$ cat config.mk
export PLATFORM = sky130hd
export DESIGN_NAME = beat_scheduler_flat
export DESIGN_NICKNAME = d
export VERILOG_FILES = /design/src/rtl/beat_scheduler_if.sv /design/src/rtl/beat_scheduler.sv /design/src/flat_wrapper.sv
export SDC_FILE = /design/constraint.sdc
export NUM_CORES = 1
export LEC_CHECK = 0
export CAP_MARGIN = 30
export CORE_MARGIN = 2
export CORE_UTILIZATION = 60
export DETAILED_ROUTE_END_ITERATION = 8
export PLACE_DENSITY = 0.83
export SLEW_MARGIN = 20
export SYNTH_ARGS = -nofsm -noshare
export SYNTH_HDL_FRONTEND = slang
export SYNTH_SLANG_ARGS = --single-unit
$ cat constraint.sdc
create_clock -name clock -period 4.5 [get_ports clock]
set_input_delay 0.9 -clock clock [delete_from_list [all_inputs] [get_ports clock]]
set_output_delay 0.9 -clock clock [all_outputs]
set_load 0.05 [all_outputs]
$ cat src/rtl/beat_scheduler_if.sv
// Pattern edit/load/readback bus: master issues taps, row loads and readback selects; slave owns the pattern memory.
interface beat_scheduler_if #(
  parameter int STEPS = 8
);
  logic             tap_valid;
  logic [2:0]       tap_voice;
  logic             ld_valid;
  logic             ld_ready;
  logic [2:0]       ld_voice;
  logic [STEPS-1:0] ld_pattern;
  logic [2:0]       rd_voice;
  logic [STEPS-1:0] rd_pattern;

  modport master (
    output tap_valid, tap_voice, ld_valid, ld_voice, ld_pattern, rd_voice,
    input  ld_ready, rd_pattern
  );

  modport slave (
    input  tap_valid, tap_voice, ld_valid, ld_voice, ld_pattern, rd_voice,
    output ld_ready, rd_pattern
  );
endinterface

$ cat src/rtl/beat_scheduler.sv
// Drum step sequencer: step clock, stopped/count-in/running/paused transport, 5x8 pattern memory, trigger pulses.
// Latency: beat/bar/trig/state/step/rd_pattern registered, 1 cycle; ld_ready combinational.
// Backpressure: loads stall while a clear or tap owns the single write port.
module beat_scheduler #(
  parameter int VOICES   = 5,
  parameter int STEPS    = 8,
  parameter int PW       = 24,
  parameter int COUNT_IN = 4
) (
  input  logic                     clock,
  input  logic                     reset,
  input  logic [PW-1:0]            period,
  input  logic                     start,
  input  logic                     pause,
  input  logic                     stop,
  input  logic                     clear,
  beat_scheduler_if.slave          edit,
  output logic                     beat,
  output logic                     bar,
  output logic [VOICES-1:0]        trig,
  output logic [$clog2(STEPS)-1:0] step,
  output logic [1:0]               state
);
  localparam int SW = $clog2(STEPS);

  typedef enum logic [1:0] {
    ST_STOPPED  = 2'd0,
    ST_COUNT_IN = 2'd1,
    ST_RUNNING  = 2'd2,
    ST_PAUSED   = 2'd3
  } state_t;

  state_t           st;
  logic [PW-1:0]    cnt;
  logic [3:0]       ci;
  logic [STEPS-1:0] pat [VOICES];

  logic [PW-1:0]     per_c;
  logic [SW-1:0]     step_inc;
  logic [VOICES-1:0] col_zero;
  logic [VOICES-1:0] col_inc;
  logic              adv;

  assign per_c    = (period < PW'(2)) ? PW'(2) : period;
  assign step_inc = step + SW'(1);
  assign state    = st;

  // Resume edge counts as a running cycle; the pause edge does not, so beat spacing stays per-step exact.
  assign adv = ((st == ST_RUNNING) && !pause) || ((st == ST_PAUSED) && start);

  assign edit.ld_ready = ~clear & ~edit.tap_valid;

  always_comb begin
    col_zero = '0;
    col_inc  = '0;
    for (int v = 0; v < VOICES; v++) begin
      col_zero[v] = pat[v][0];
      col_inc[v]  = pat[v][step_inc];
    end
  end

  always_ff @(posedge clock or negedge reset) begin
    if (!reset) begin
      st   <= ST_STOPPED;
      cnt  <= '0;
      ci   <= '0;
      step <= '0;
      beat <= 1'b0;
      bar  <= 1'b0;
      trig <= '0;
    end else begin
      beat <= 1'b0;
      bar  <= 1'b0;
      trig <= '0;
      if (stop) begin
        st   <= ST_STOPPED;
        step <= '0;
        cnt  <= '0;
        ci   <= '0;
      end else begin
        case (st)
          ST_STOPPED: begin
            if (start) begin
              st  <= ST_COUNT_IN;
              cnt <= per_c - 1'b1;
              ci  <= 4'(COUNT_IN);
            end
          end
          ST_COUNT_IN: begin
            if (cnt != '0) begin
              cnt <= cnt - 1'b1;
            end else begin
              cnt  <= per_c - 1'b1;
              beat <= 1'b1;
              // ci holds the count-in beats still to come before step 0.
              if (ci == '0) begin
                st   <= ST_RUNNING;
                step <= '0;
                bar  <= 1'b1;
                trig <= col_zero;
              end else begin
                ci <= ci - 1'b1;
              end
            end
          end
          ST_RUNNING: if (pause) st <= ST_PAUSED;
          ST_PAUSED:  if (start) st <= ST_RUNNING;
          default:    st <= ST_STOPPED;
        endcase
        if (adv) begin
          if (cnt != '0) begin
            cnt <= cnt - 1'b1;
          end else begin
            cnt  <= per_c - 1'b1;
            beat <= 1'b1;
            step <= step_inc;
            trig <= col_inc;
            bar  <= (step_inc == '0);
          end
        end
      end
    end
  end

  always_ff @(posedge clock or negedge reset) begin
    if (!reset) begin
      for (int v = 0; v < VOICES; v++) pat[v] <= '0;
      edit.rd_pattern <= '0;
    end else begin
      edit.rd_pattern <= (32'(edit.rd_voice) < VOICES) ? pat[edit.rd_voice] : '0;
      if (clear) begin
        for (int v = 0; v < VOICES; v++) pat[v] <= '0;
      end else if (edit.tap_valid) begin
        if (32'(edit.tap_voice) < VOICES) pat[edit.tap_voice][step] <= 1'b1;
      end else if (edit.ld_valid) begin
        // Out-of-range voice still completes the handshake; the row is simply dropped.
        if (32'(edit.ld_voice) < VOICES) pat[edit.ld_voice] <= edit.ld_pattern;
      end
    end
  end
endmodule
$ cat src/flat_wrapper.sv
// flat-port wrapper written by rule: the top's interface ports become plain ports
module beat_scheduler_flat 
#(
  parameter int VOICES   = 5,
  parameter int STEPS    = 8,
  parameter int PW       = 24,
  parameter int COUNT_IN = 4
)
  (clock, reset, period, start, pause, stop, clear, beat, bar, trig, step, state, edit_tap_valid, edit_tap_voice, edit_ld_valid, edit_ld_voice, edit_ld_pattern, edit_rd_voice, edit_ld_ready, edit_rd_pattern);
  beat_scheduler_if #(.STEPS(STEPS)) edit_i ();
  input  logic clock;
  input  logic reset;
  input  logic [PW-1:0] period;
  input  logic start;
  input  logic pause;
  input  logic stop;
  input  logic clear;
  output logic beat;
  output logic bar;
  output logic [VOICES-1:0] trig;
  output logic [$clog2(STEPS)-1:0] step;
  output logic [1:0] state;
  input wire logic [$bits(edit_i.tap_valid)-1:0] edit_tap_valid;
  input wire logic [$bits(edit_i.tap_voice)-1:0] edit_tap_voice;
  input wire logic [$bits(edit_i.ld_valid)-1:0] edit_ld_valid;
  input wire logic [$bits(edit_i.ld_voice)-1:0] edit_ld_voice;
  input wire logic [$bits(edit_i.ld_pattern)-1:0] edit_ld_pattern;
  input wire logic [$bits(edit_i.rd_voice)-1:0] edit_rd_voice;
  output wire logic [$bits(edit_i.ld_ready)-1:0] edit_ld_ready;
  output wire logic [$bits(edit_i.rd_pattern)-1:0] edit_rd_pattern;
  assign edit_i.tap_valid = edit_tap_valid;
  assign edit_i.tap_voice = edit_tap_voice;
  assign edit_i.ld_valid = edit_ld_valid;
  assign edit_i.ld_voice = edit_ld_voice;
  assign edit_i.ld_pattern = edit_ld_pattern;
  assign edit_i.rd_voice = edit_rd_voice;
  assign edit_ld_ready = edit_i.ld_ready;
  assign edit_rd_pattern = edit_i.rd_pattern;
  beat_scheduler #(.VOICES(VOICES), .STEPS(STEPS), .PW(PW), .COUNT_IN(COUNT_IN)) u_core (.clock(clock), .reset(reset), .period(period), .start(start), .pause(pause), .stop(stop), .clear(clear), .edit(edit_i), .beat(beat), .bar(bar), .trig(trig), .step(step), .state(state));
endmodule
== Word level (Yosys, flattened, before mapping) ==
Cells that the tools add are included.

* Register bits: 88
* Input bits: 49
* Output and inout port bits: 21

* Add/subtract/negate cells: 4
* Magnitude comparators: 12
* Equality and inequality tests: 11
* Multiplexer cells: 67
* Bitwise operators: 7
* Reductions and logical operators: 19

{| class="wikitable"
|+ Operators by type and width
! kind !! count
|-
| $mux W40 || 5
|-
| $mux W24 || 5
|-
| $demux W8 S3 || 2
|-
| $pmux W24 S2 || 1
|-
| $sub A24 B1 Y24 const B || 2
|-
| $bwmux W40 || 1
|-
| $mux W8 || 5
|-
| $or A40 B40 Y40 || 1
|-
| $mux W5 || 6
|-
| $bmux W8 S3 || 1
|-
| $lt A24 B2 Y1 const B || 1
|-
| $reduce_bool A24 Y1 || 1
|-
| $mux W3 || 6
|-
| $mux W1 || 17
|-
| $mux W4 || 4
|-
| $bmux W1 S3 || 5
|-
| $ne A3 B3 Y1 const B || 5
|-
| $ge A4 B4 Y1 const B || 3
|-
| $mux W2 || 6
|-
| $not A3 Y4 || 3
|-
| $lt A3 B3 Y1 const B || 3
|-
| $reduce_bool A3 Y1 || 3
|-
| $lt A3 B4 Y1 const B || 2
|-
| $lt A4 B1 Y1 const B || 2
|-
| other kinds (23) || 30
|}

== Depth between registers and ports, before layout ==
* Depth in word-level cells: 10
* Depth in mapped cells: 12

== Worst setup path before layout ==
No wires, ideal clock.

* Path type: in2reg
* From: in period[21]
* To: reg u_core.cnt[20]
* Data arrival time: 3776 ps
* Data required time: 4406 ps
* Slack: 630 ps
* Stages on the path: 11
* Path buffers: 0
* Path through: or4_4 > or4_4 > nor3_1 > nand2b_1 > ha_1 > nor3b_1 > nor2b_1 > nand4_1 > xnor2_1 > o2bb2ai_1 > a211oi_1

* Word-level cells in the longest chain between the ends: 7
* Elaborated cells on any way between the ends: 8
* Those cells by class: 1 x add/sub; 1 x order compare; 6 x mux

{| class="wikitable"
|+ RTL lines
! what !! RTL line !! text
|-
| start, declared || flat_wrapper.sv:13 || <nowiki>input logic [PW-1:0] period;</nowiki>
|-
| $lt A24 B2 Y1 * || beat_scheduler.sv:44 || <nowiki>assign per_c = (period < PW'(2)) ? PW'(2) : period;</nowiki>
|-
| $mux W24 * || beat_scheduler.sv:44 ||
|-
| $sub A24 B1 Y24 * || beat_scheduler.sv:85, beat_scheduler.sv:93, beat_scheduler.sv:114 ||
|-
| $mux W24 (on tied branches) || beat_scheduler.sv:90, beat_scheduler.sv:111, beat_scheduler.sv:83 ||
|-
| $pmux W24 S2 || beat_scheduler.sv:81 || <nowiki>case (st)</nowiki>
|-
| $mux W24 * || beat_scheduler.sv:110 || <nowiki>if (adv) begin</nowiki>
|-
| $mux W24 * || beat_scheduler.sv:75 || <nowiki>if (stop) begin</nowiki>
|-
| end signal, assigned || beat_scheduler.sv:91 || <nowiki>cnt <= cnt - 1'b1;</nowiki>
|-
| end signal, assigned || beat_scheduler.sv:93 || <nowiki>cnt <= per_c - 1'b1;</nowiki>
|-
| end signal, assigned || beat_scheduler.sv:112 || <nowiki>cnt <= cnt - 1'b1;</nowiki>
|-
| end, declared || beat_scheduler.sv:34 || <nowiki>logic [PW-1:0] cnt;</nowiki>
|}

Mark *: on every way between the ends. The rest lies on a longest branch, timed or not. The select of a mux whose other input is x is not followed.
A chain may end at the register's enable or synchronous reset.

== Worst setup path after layout ==
* From: in period[18]
* To: reg u_core.cnt[20]

* Word-level cells in the longest chain between the ends: 7
* Elaborated cells on any way between the ends: 8
* Those cells by class: 1 x add/sub; 1 x order compare; 6 x mux

{| class="wikitable"
|+ RTL lines
! what !! RTL line
|-
| $lt A24 B2 Y1 || beat_scheduler.sv:44
|-
| $mux W24 * || beat_scheduler.sv:44
|-
| $sub A24 B1 Y24 * || beat_scheduler.sv:85, beat_scheduler.sv:93, beat_scheduler.sv:114
|-
| $mux W24 (on tied branches) || beat_scheduler.sv:90, beat_scheduler.sv:111, beat_scheduler.sv:83
|-
| $pmux W24 S2 || beat_scheduler.sv:81
|-
| $mux W24 * || beat_scheduler.sv:110
|-
| $mux W24 * || beat_scheduler.sv:75
|}

Marks and branches as above.

==> impl_metrics.env <==
export IMPL_outcome="finished clean"
export IMPL_syn_avg_cell_area_um2=9.35
export IMPL_synth_warnings=0
export IMPL_rrSetupSlack_ps=1610
export IMPL_fillerInstances=803
export IMPL_drv_slew=0
export IMPL_fin_util_pct=70.6
export IMPL_finalWirelength_mm=16.9
export IMPL_htreeDepth=3
export IMPL_clk_insertion_delay_late_ps=380
export IMPL_drtIter0Drc=753
export IMPL_clock_fmax_mhz=250
export IMPL_gr_usage_all_layers_pct=33.3
export IMPL_syn_area_um2=5860
export IMPL_ant_nets=0
export IMPL_cts_tree="yes"
export IMPL_cts_inserted_buffers=9
export IMPL_synth_async_reset_ratio_pct=100
export IMPL_synth_cell_type_count=66
export IMPL_floorplan_rows=36
export IMPL_p_comb_share_pct=22.5
export IMPL_die_width_um=103
export IMPL_drive_gt1_share_pct=9.00
export IMPL_cp_data_required_time_ps=4790
export IMPL_vdd_drop_max_uv=152
export IMPL_synth_ff_type="dfrtp_1"
export IMPL_arrival_ps=4280
export IMPL_cts_resized=0
export IMPL_port_buffer_count=69
export IMPL_grt_pass1_vias=5228
export IMPL_min_path_cells=1
export IMPL_final_nets=728
export IMPL_reg2reg_to="u_core.cnt[5]"
export IMPL_clkTransAtPathRegs_ps=90
export IMPL_swShare_pct=32.8
export IMPL_hold_start="u_core.pat[27]"
export IMPL_internal_power_mw=1.26
export IMPL_cp_max_fo=5
export IMPL_antennaDiodeCount=0
export IMPL_clock_path_buffers=2
export IMPL_timing_hold_violations_final=0
export IMPL_antenna_found_initial=0
export IMPL_p_leak_nw=2.64
export IMPL_power_mw=1.87
export IMPL_clockRootBuffer="clkbuf_8"
export IMPL_final_setup_viol_count=0
export IMPL_timing_rr_start="u_core.cnt[8]"
export IMPL_clock_power_share_pct=30.7
export IMPL_critPathKind="input pin to flop"
export IMPL_cp_end_kind="flop"
export IMPL_area_growth_pct=16.1
export IMPL_placed_cells=795
export IMPL_place_gp_congestion=1.00
export IMPL_postCtsHoldBufs=0
export IMPL_start_util_pct=60.8
export IMPL_worstMarginPinSlew_ps=912
export IMPL_cap_violations=0
export IMPL_syn_instance_count=627
export IMPL_post_cts_buffers=0
export IMPL_yosysSeqAreaShare_pct=37.6
export IMPL_dieArea_um2=10600
export IMPL_drc_errors=0
export IMPL_pwr_density_cell_nw_per_um2=275
export IMPL_die_y_um=103
export IMPL_vias=5582
export IMPL_min_delay_worst_endpoint="u_core.pat[27]"
export IMPL_synth_seq_cells=88
export IMPL_grt_max_degree=59
export IMPL_synth_edff_count=0
export IMPL_vias_per_cell=6.88
export IMPL_core_area_um2=9640
export IMPL_fin_tns_setup_ps=0
export IMPL_io_pins=70
export IMPL_period_needed_ps=4000
export IMPL_drt_pass1_iterations=6
export IMPL_power_frac_seq_pct=46.8
export IMPL_grt_overflow=0
export IMPL_clock_skew_ps=12.3
export IMPL_hp_class="flop to flop"
export IMPL_cts_sinks=88
export IMPL_post_dp_hpwl_mm=12.2
export IMPL_final_cells=811
export IMPL_setup_worst_path_start_class="input pin"
export IMPL_grt_setup_unrepaired="no"
export IMPL_worst_r2r_cell_count=6
export IMPL_max_slew_margin_pct=39.1
export IMPL_synth_nets=682
export IMPL_wl_per_cell_um=20.8
export IMPL_power_switching_mw=0.615
export IMPL_grt_pass1_wl_mm=27.0
export IMPL_fin_crit_sh_pct=88.8
==> registers in the layout, indices dropped and copies added (netlist names) <==
name and flops:
u_core.pat 35, u_core.cnt 24, u_core.edit.rd_pattern 8, u_core.col_zero 5, u_core.trig 5, u_core.ci 4
u_core.step 3, u_core.state 2, u_core.bar 1, u_core.beat 1
==> power by group through the flow <==
stage / registers [mW] / clock network, mW / logic [mW]
2_1_floorplan: 0.882 / 0 / 0.261
3_3_place_gp: 0.886 / 0 / 0.395
3_5_place_dp: 0.888 / 0 / 0.406
4_1_cts: 0.873 / 0.578 / 0.410
5_1_grt: 0.881 / 0.613 / 0.459
6_report: 0.877 / 0.574 / 0.422
==> through the flow <==
stage | setup WS [ps] | hold slack, ps | area (µm²)
finish | 503 | 516 | 6810
CTS | 566 | 518 | 6800
global route | 219 | 535 | 6810
detailed placement | 180 | 492 | 6590
floorplan | 630 | 472 | 5860
global placement | 291 | 495 | 6590
==> kinds of logic after synthesis <==
group	share of synthesized area (%)
AOI/OAI and AO/OA	25.2
buffers and inverters	3.95
DFF	37.6
and+or+nand+nor	20.1
adders and majority gates	1.28
muxes	8.75
xor gates and xnor gates	3.14
==> synth_stat cells (6+ instances only) <==
cell / instances / area [µm²]
dfrtp_1: 88 / 2200
nor2_1: 59 / 221
nand2_1: 41 / 154
o2bb2ai_1: 35 / 307
a21oi_1: 33 / 165
clkbuf_1: 31 / 116
a32oi_1: 28 / 245
mux2i_1: 22 / 220
nor3_1: 22 / 110
o22ai_1: 16 / 100
o21ai_1: 15 / 75.1
nand2b_1: 14 / 87.6
a22o_1: 13 / 114
inv_1: 13 / 48.8
nand3_1: 12 / 60.1
o21ai_0: 12 / 60.1
xnor2_1: 11 / 96.3
mux4_2: 10 / 225
xor2_1: 10 / 87.6
nor2b_1: 8 / 50.1
nor4_1: 8 / 50.1
and3_1: 7 / 43.8
nand4_1: 7 / 43.8
o32ai_1: 7 / 61.3
or3_1: 7 / 43.8
a22oi_1: 6 / 45.0
ha_1: 6 / 75.1
mux2_2: 6 / 67.6
nor3b_1: 6 / 45.0
==> critical path: stages <==
cell and delay, ps:
clkdlybuf4s50_1 490, or4_4 540, or4_4 560, nor3_1 200
nand2b_1 180, ha_1 190, nor3b_1 240, nor2b_1 310
nand4_1 160, xnor2_1 190, o2bb2ai_1 90, a211oi_1 220
==> area by class of cell <==
class	instances	area (µm²)	area share [%]
Inverter	13	48.8	0.717
Sequential cell	88	2200	32.4
Clock buffer	10	138	2.02
Clock inverter	6	68.8	1.01
Multi-Input combinational cell	484	3440	50.5
Timing Repair Buffer	77	746	11.0
Tap cell	133	166	2.45
==> worst max-delay path by stage <==
| stage | start | endpoint | cells past startpoint |
|---|---|---|---|
| after floorplan | period[21] | u_core.cnt[20] | 11 |
| after global placement | period[20] | u_core.cnt[20] | 12 |
| final | period[18] | u_core.cnt[20] | 12 |
| after CTS | period[18] | u_core.cnt[20] | 12 |
| after global routing | period[18] | u_core.cnt[20] | 12 |
| after detailed placement | period[18] | u_core.cnt[20] | 12 |
==> per-layer routing <==
layer	up-vias	GRT usage, %	routed length, µm
li1	2521	-	-
met1	2625	47.3	7150
met2	385	49.4	7370
met3	51	9.22	1880
met4	0	11.4	478
met5	-	0	0
==> placed cells by master (no fill, tap or decap), types with 12 or more instances in the layout <==
cell type and count:
dfrtp_1 88, clkdlybuf4s50_1 67, nor2_1 59, nand2_1 41, o2bb2ai_1 35, a21oi_1 33
a32oi_1 28, mux2i_1 22, nor3_1 22, o22ai_1 16, o21ai_1 15, nand2b_1 14
inv_1 13, a22o_1 13, o21ai_0 12, nand3_1 12
Power figures use the tool's default switching activity.
==> patch 1, RTL diff (config.mk and constraints unchanged) <==
Register the input `period` before use, with the module's reset. The logic sees it one clock later. The other inputs are not delayed to match.
--- a/src/rtl/beat_scheduler.sv
+++ b/src/rtl/beat_scheduler.sv
@@ -31,4 +31,14 @@
   } state_t;
 
+  logic [PW-1:0] period_q;
+
+  always_ff @(posedge clock or negedge reset) begin
+    if (!reset) begin
+      period_q <= '0;
+    end else begin
+      period_q <= period;
+    end
+  end
+
   state_t           st;
   logic [PW-1:0]    cnt;
@@ -42,5 +52,5 @@
   logic              adv;
 
-  assign per_c    = (period < PW'(2)) ? PW'(2) : period;
+  assign per_c    = (period_q < PW'(2)) ? PW'(2) : period_q;
   assign step_inc = step + SW'(1);
   assign state    = st;
Formal check against the unedited RTL: not equivalent (a bounded check fails within 4 cycles, from zero or initial values and one cycle with reset low).
==> patch 1 against the original RTL <==
  * Via count grew 8.2%
  * Setup slack gained 470 ps
  * Area after synthesis grew 11%
  * Die area grew 11%
  * Total power grew 19%
  * Sequential cell count grew 24
  * Final area grew 11%
  * Register-to-register slack lost 510 ps
  * Wire length grew 9.5%
  * Sequential share of layout area grew 4.7 points
  * Critical path type is now primary input to output port
  * Critical endpoint is now edit_ld_ready
  * Highest routed layer unchanged
==> patch 1: results <==
export IMPL_clkSlewWorstSetupHoldPaths_ps=110
export IMPL_grt_max_degree=62
export IMPL_met2_length_microns=8000
export IMPL_grt_met1_usage=0.496
export IMPL_synth_seq_area_share=0.429
export IMPL_switchingPower_uw=713
export IMPL_dp_cells=849
export IMPL_slew_headroom=0.324
export IMPL_wl_microns=18500
export IMPL_synth_xor_area_frac=0.0214
export IMPL_firstDrtPassIters=5
export IMPL_cp_slowest_cell="clkdlybuf4s50_1"
export IMPL_arrival_ps=2620
export IMPL_nFillCells=830
export IMPL_p_seq_mw=1.13
export IMPL_met1Wirelength_microns=8040
export IMPL_fin_skew_ps=14.4
export IMPL_grt_pass1_vias=5596
export IMPL_fin_nets=775
export IMPL_instances_no_fill=866
export IMPL_crit_fanout=18
export IMPL_synth_area_leaders="dfrtp_1, mux4_2, a22o_1"
export IMPL_synth_adder_area_share=0.00957
export IMPL_post_dp_hpwl_microns=13600
export IMPL_synth_nets=720
export IMPL_vias=6039
export IMPL_status="complete, no violations"
export IMPL_powerComb_uw=497
export IMPL_met3WireLength_microns=2150
export IMPL_gp_congestion=1.00
export IMPL_crit_family="buffers and inverters"
==> patch 1: cell count changes after synthesis, sizes merged, moves of 8 or more <==
cell	delta
mux2i	-18
a22o	+26
a21oi	-10
o21ai	+16
dfrtp	+24
nor2	-14
o2bb2ai	-32
nand2	+18
a32oi	-14
mux4	+8
==> patch 1: stage by stage <==
| stage | power (mW) | setup slack [ps] | instance area [sq um] |
|---|---|---|---|
| after floorplan | 1.46 | 1040 | 6530 |
| after global placement | 1.61 | 1010 | 7310 |
| after detailed placement | 1.63 | 976 | 7340 |
| after CTS | 2.21 | 984 | 7530 |
| after global routing | 2.33 | 838 | 7560 |
| final | 2.22 | 976 | 7560 |
==> patch 1: final timing paths <==
path	depth (start not counted)	startpoint	end	slack, ps
worst max register to register	11	u_core.period_q[20]	u_core.cnt[20]	1100
worst min-delay path	1	reset	u_core.cnt[7]	420
worst max-delay path	5	clear	edit_ld_ready	980
max in group asynchronous	2	reset	u_core.period_q[21]	3390
min in group clock	1	u_core.cnt[23]	u_core.cnt[23]	510
worst min register to register	1	u_core.cnt[23]	u_core.cnt[23]	510
==> patch 1: final cells by class <==
| class | instances | area share |
|---|---|---|
| Clock buffer | 11 | 0.0174 |
| Clock inverter | 5 | 0.00762 |
| Inverter | 19 | 0.00944 |
| Multi-Input combinational cell | 499 | 0.464 |
| Sequential cell | 112 | 0.371 |
| Tap cell | 140 | 0.0232 |
| Timing Repair Buffer | 80 | 0.107 |
==> patch 1: worst reg2reg max path: cells and delay by family, from the launching register on <==
kind                     cells  cell delay (ps)
buffers and inverters        1              200
flip-flops                   1              420
adder cells (fa/ha/maj)      1              220
AND/OR/NAND/NOR              6             1740
AO/OA/AOI/OAI                3              760
==> patch 2, RTL diff (same flow settings) <==
Made on the original files. `VOICES` is set to 5 in 2 places; all go to 4.
--- a/src/rtl/beat_scheduler.sv
+++ b/src/rtl/beat_scheduler.sv
@@ -3,5 +3,5 @@
 // Backpressure: loads stall while a clear or tap owns the single write port.
 module beat_scheduler #(
-  parameter int VOICES   = 5,
+  parameter int VOICES   = 4,
   parameter int STEPS    = 8,
   parameter int PW       = 24,
--- a/src/flat_wrapper.sv
+++ b/src/flat_wrapper.sv
@@ -2,5 +2,5 @@
 module beat_scheduler_flat 
 #(
-  parameter int VOICES   = 5,
+  parameter int VOICES   = 4,
   parameter int STEPS    = 8,
   parameter int PW       = 24,
Ports: changed (resized trig); port bits go from 70 to 69. No check against the original RTL was run, so the function may have changed too.
==> patch 2 against the original RTL <==
  * Sequential cell count shrank 9
  * Die area shrank 12%
  * Setup slack gained 35 ps
  * Count of clock-buffer cells in the layout shrank 1
  * Wire length shrank 12%
  * Synthesized cell count shrank 7.7%
  * First-iteration DRC count shrank 16%
  * Final area shrank 9.9%
  * Area after synthesis shrank 13%
  * Non-clock buffer count is the same
  * Global-route usage grew 0.14 points
  * Total power grew 0.30%
  * Core utilization grew 4.0 points
==> patch 2: results <==
export IMPL_clkSlewWorstSetupHoldPaths_ps=100
export IMPL_numCtsBuffers=9
export IMPL_root_buffer="clkbuf_8"
export IMPL_arrival_ps=4240
export IMPL_highest_layer="met4"
export IMPL_antenna_found_initial=0
export IMPL_yosys_warnings=0
export IMPL_nFillCells=597
export IMPL_n_antenna_cell=0
export IMPL_largestRegisters="u_core.pat x28, u_core.cnt x24, u_core.edit.rd_pattern x8"
export IMPL_gp_congestion=0.970
export IMPL_cts_resized=0
export IMPL_status="complete, no violations"
export IMPL_synth_nets=634
export IMPL_port_buffers=68
export IMPL_fin_nets=699
export IMPL_fin_skew_ps=15.0
export IMPL_met2_length_microns=6830
export IMPL_hold_class="primary input to asynchronous set/reset pin"
export IMPL_drt_initial_drc_count=636
export IMPL_ys_flop_type="dfrtp_1"
export IMPL_maxCapViolCount=0
export IMPL_grt_max_degree=80
export IMPL_p_leak_nw=2.47
export IMPL_grt_pass1_vias=4709
export IMPL_cts_setup_buffers=0
export IMPL_yosys_top_cells_count="dfrtp_1, nand2_1, o21ai_0"
export IMPL_synth_seq_area_share=0.387
export IMPL_clock_path_buffers=2
export IMPL_synthArstFlopShare=1.00
export IMPL_vdd_ir_drop_max_uv=160
export IMPL_firstDrtPassIters=6
export IMPL_post_dp_hpwl_microns=10700
export IMPL_ys_types=59
export IMPL_clk_latency_ps=370
export IMPL_met1Wirelength_microns=6370
export IMPL_htreeDepth=3
export IMPL_synth_area_leaders="dfrtp_1, mux4_2, o21ai_0"
export IMPL_crit_fanout=5
export IMPL_slew_headroom=0.366
export IMPL_post_drt_wl_per_cell_microns=19.7
export IMPL_via_per_inst=6.78
export IMPL_grt_pass1_wl_microns=23100
export IMPL_met3WireLength_microns=1320
export IMPL_drive_above_1_share=0.0924
export IMPL_p_int_mw=1.23
export IMPL_gr_usage_all_layers=0.334
==> patch 2: cell count changes after synthesis, sizes merged, moves of 9 or more <==
cell     unedited run  this run
o2bb2ai            35         3
nand2              41        68
mux2i              22         0
dfrtp              88        79
o21ai              28        62
o22ai              16         3
a21oi              33        48
clkbuf             31        17
a32oi              28         2
nor2               59        48
==> patch 2: logic make-up after synthesis <==
group,synth area share
multiplexers,0.0793
XOR/XNOR,0.0291
adder cells (fa/ha/maj),0.0147
buffers and inverters,0.0277
flip-flops,0.387
AO/OA/AOI/OAI,0.221
AND/OR/NAND/NOR,0.241
==> patch 2: path summary, 6_finish.rpt <==
kind / start / to / slack [ps] / cells after the start
worst max register to register: u_core.cnt[0] / u_core.cnt[11] / 1520 / 9
max in group asynchronous: reset / u_core.cnt[22] / 3500 / 2
min in group clock: u_core.cnt[22] / u_core.cnt[22] / 510 / 1
worst min-delay path: reset / u_core.cnt[10] / 420 / 1
worst max-delay path: period[20] / u_core.cnt[16] / 540 / 13
worst min register to register: u_core.cnt[22] / u_core.cnt[22] / 510 / 1
==> patch 2: metal layers <==
layer  global-route usage  vias to the layer above
met1                0.472                     2458
met2                0.503                      308
met4                0.130                        0
li1                     -                     2300
met5                    0                        -
met3               0.0736                       43
==> patch 2: layout make-up <==
type,instances,area share
multi-input combinational,465,0.489
sequential,79,0.322
timing repair buffer,77,0.125
tap,105,0.0214
clock buffer,9,0.0202
clock inverter,7,0.0149
inverter,12,0.00735
==> patch 2: worst max-delay path, stage by stage <==
cell and delay, ps:
clkdlybuf4s50_1 510, or4_1 600, nor4_1 380, nor2b_1 210
nand2b_1 150, ha_1 170, nor4b_1 230, nand4_1 200
buf_4 230, nor2_1 110, xor2_1 150, o21ai_0 110
o21ai_0 270
==> patch 2: power by group through the flow <==
stage | Combinational, mW | Clock [mW] | Sequential [mW]
2_1_floorplan | 0.275 | 0 | 0.849
3_3_place_gp | 0.436 | 0 | 0.848
3_5_place_dp | 0.449 | 0 | 0.854
4_1_cts | 0.452 | 0.568 | 0.841
5_1_grt | 0.502 | 0.596 | 0.852
6_report | 0.464 | 0.567 | 0.847
==> patch 2: per-stage QoR <==
stage / worst slack [ps] / instance area (sq um) / power (mW) / util / std cells
after floorplan: 853 / 5110 / 1.12 / - / 579
after global placement: 430 / 5880 / 1.28 / 0.716 / 737
after detailed placement: 288 / 5880 / 1.30 / 0.716 / 737
after CTS: 620 / 6100 / 1.86 / 0.742 / 753
after global routing: 368 / 6130 / 1.95 / 0.746 / 754
final: 538 / 6130 / 1.88 / 0.746 / 754
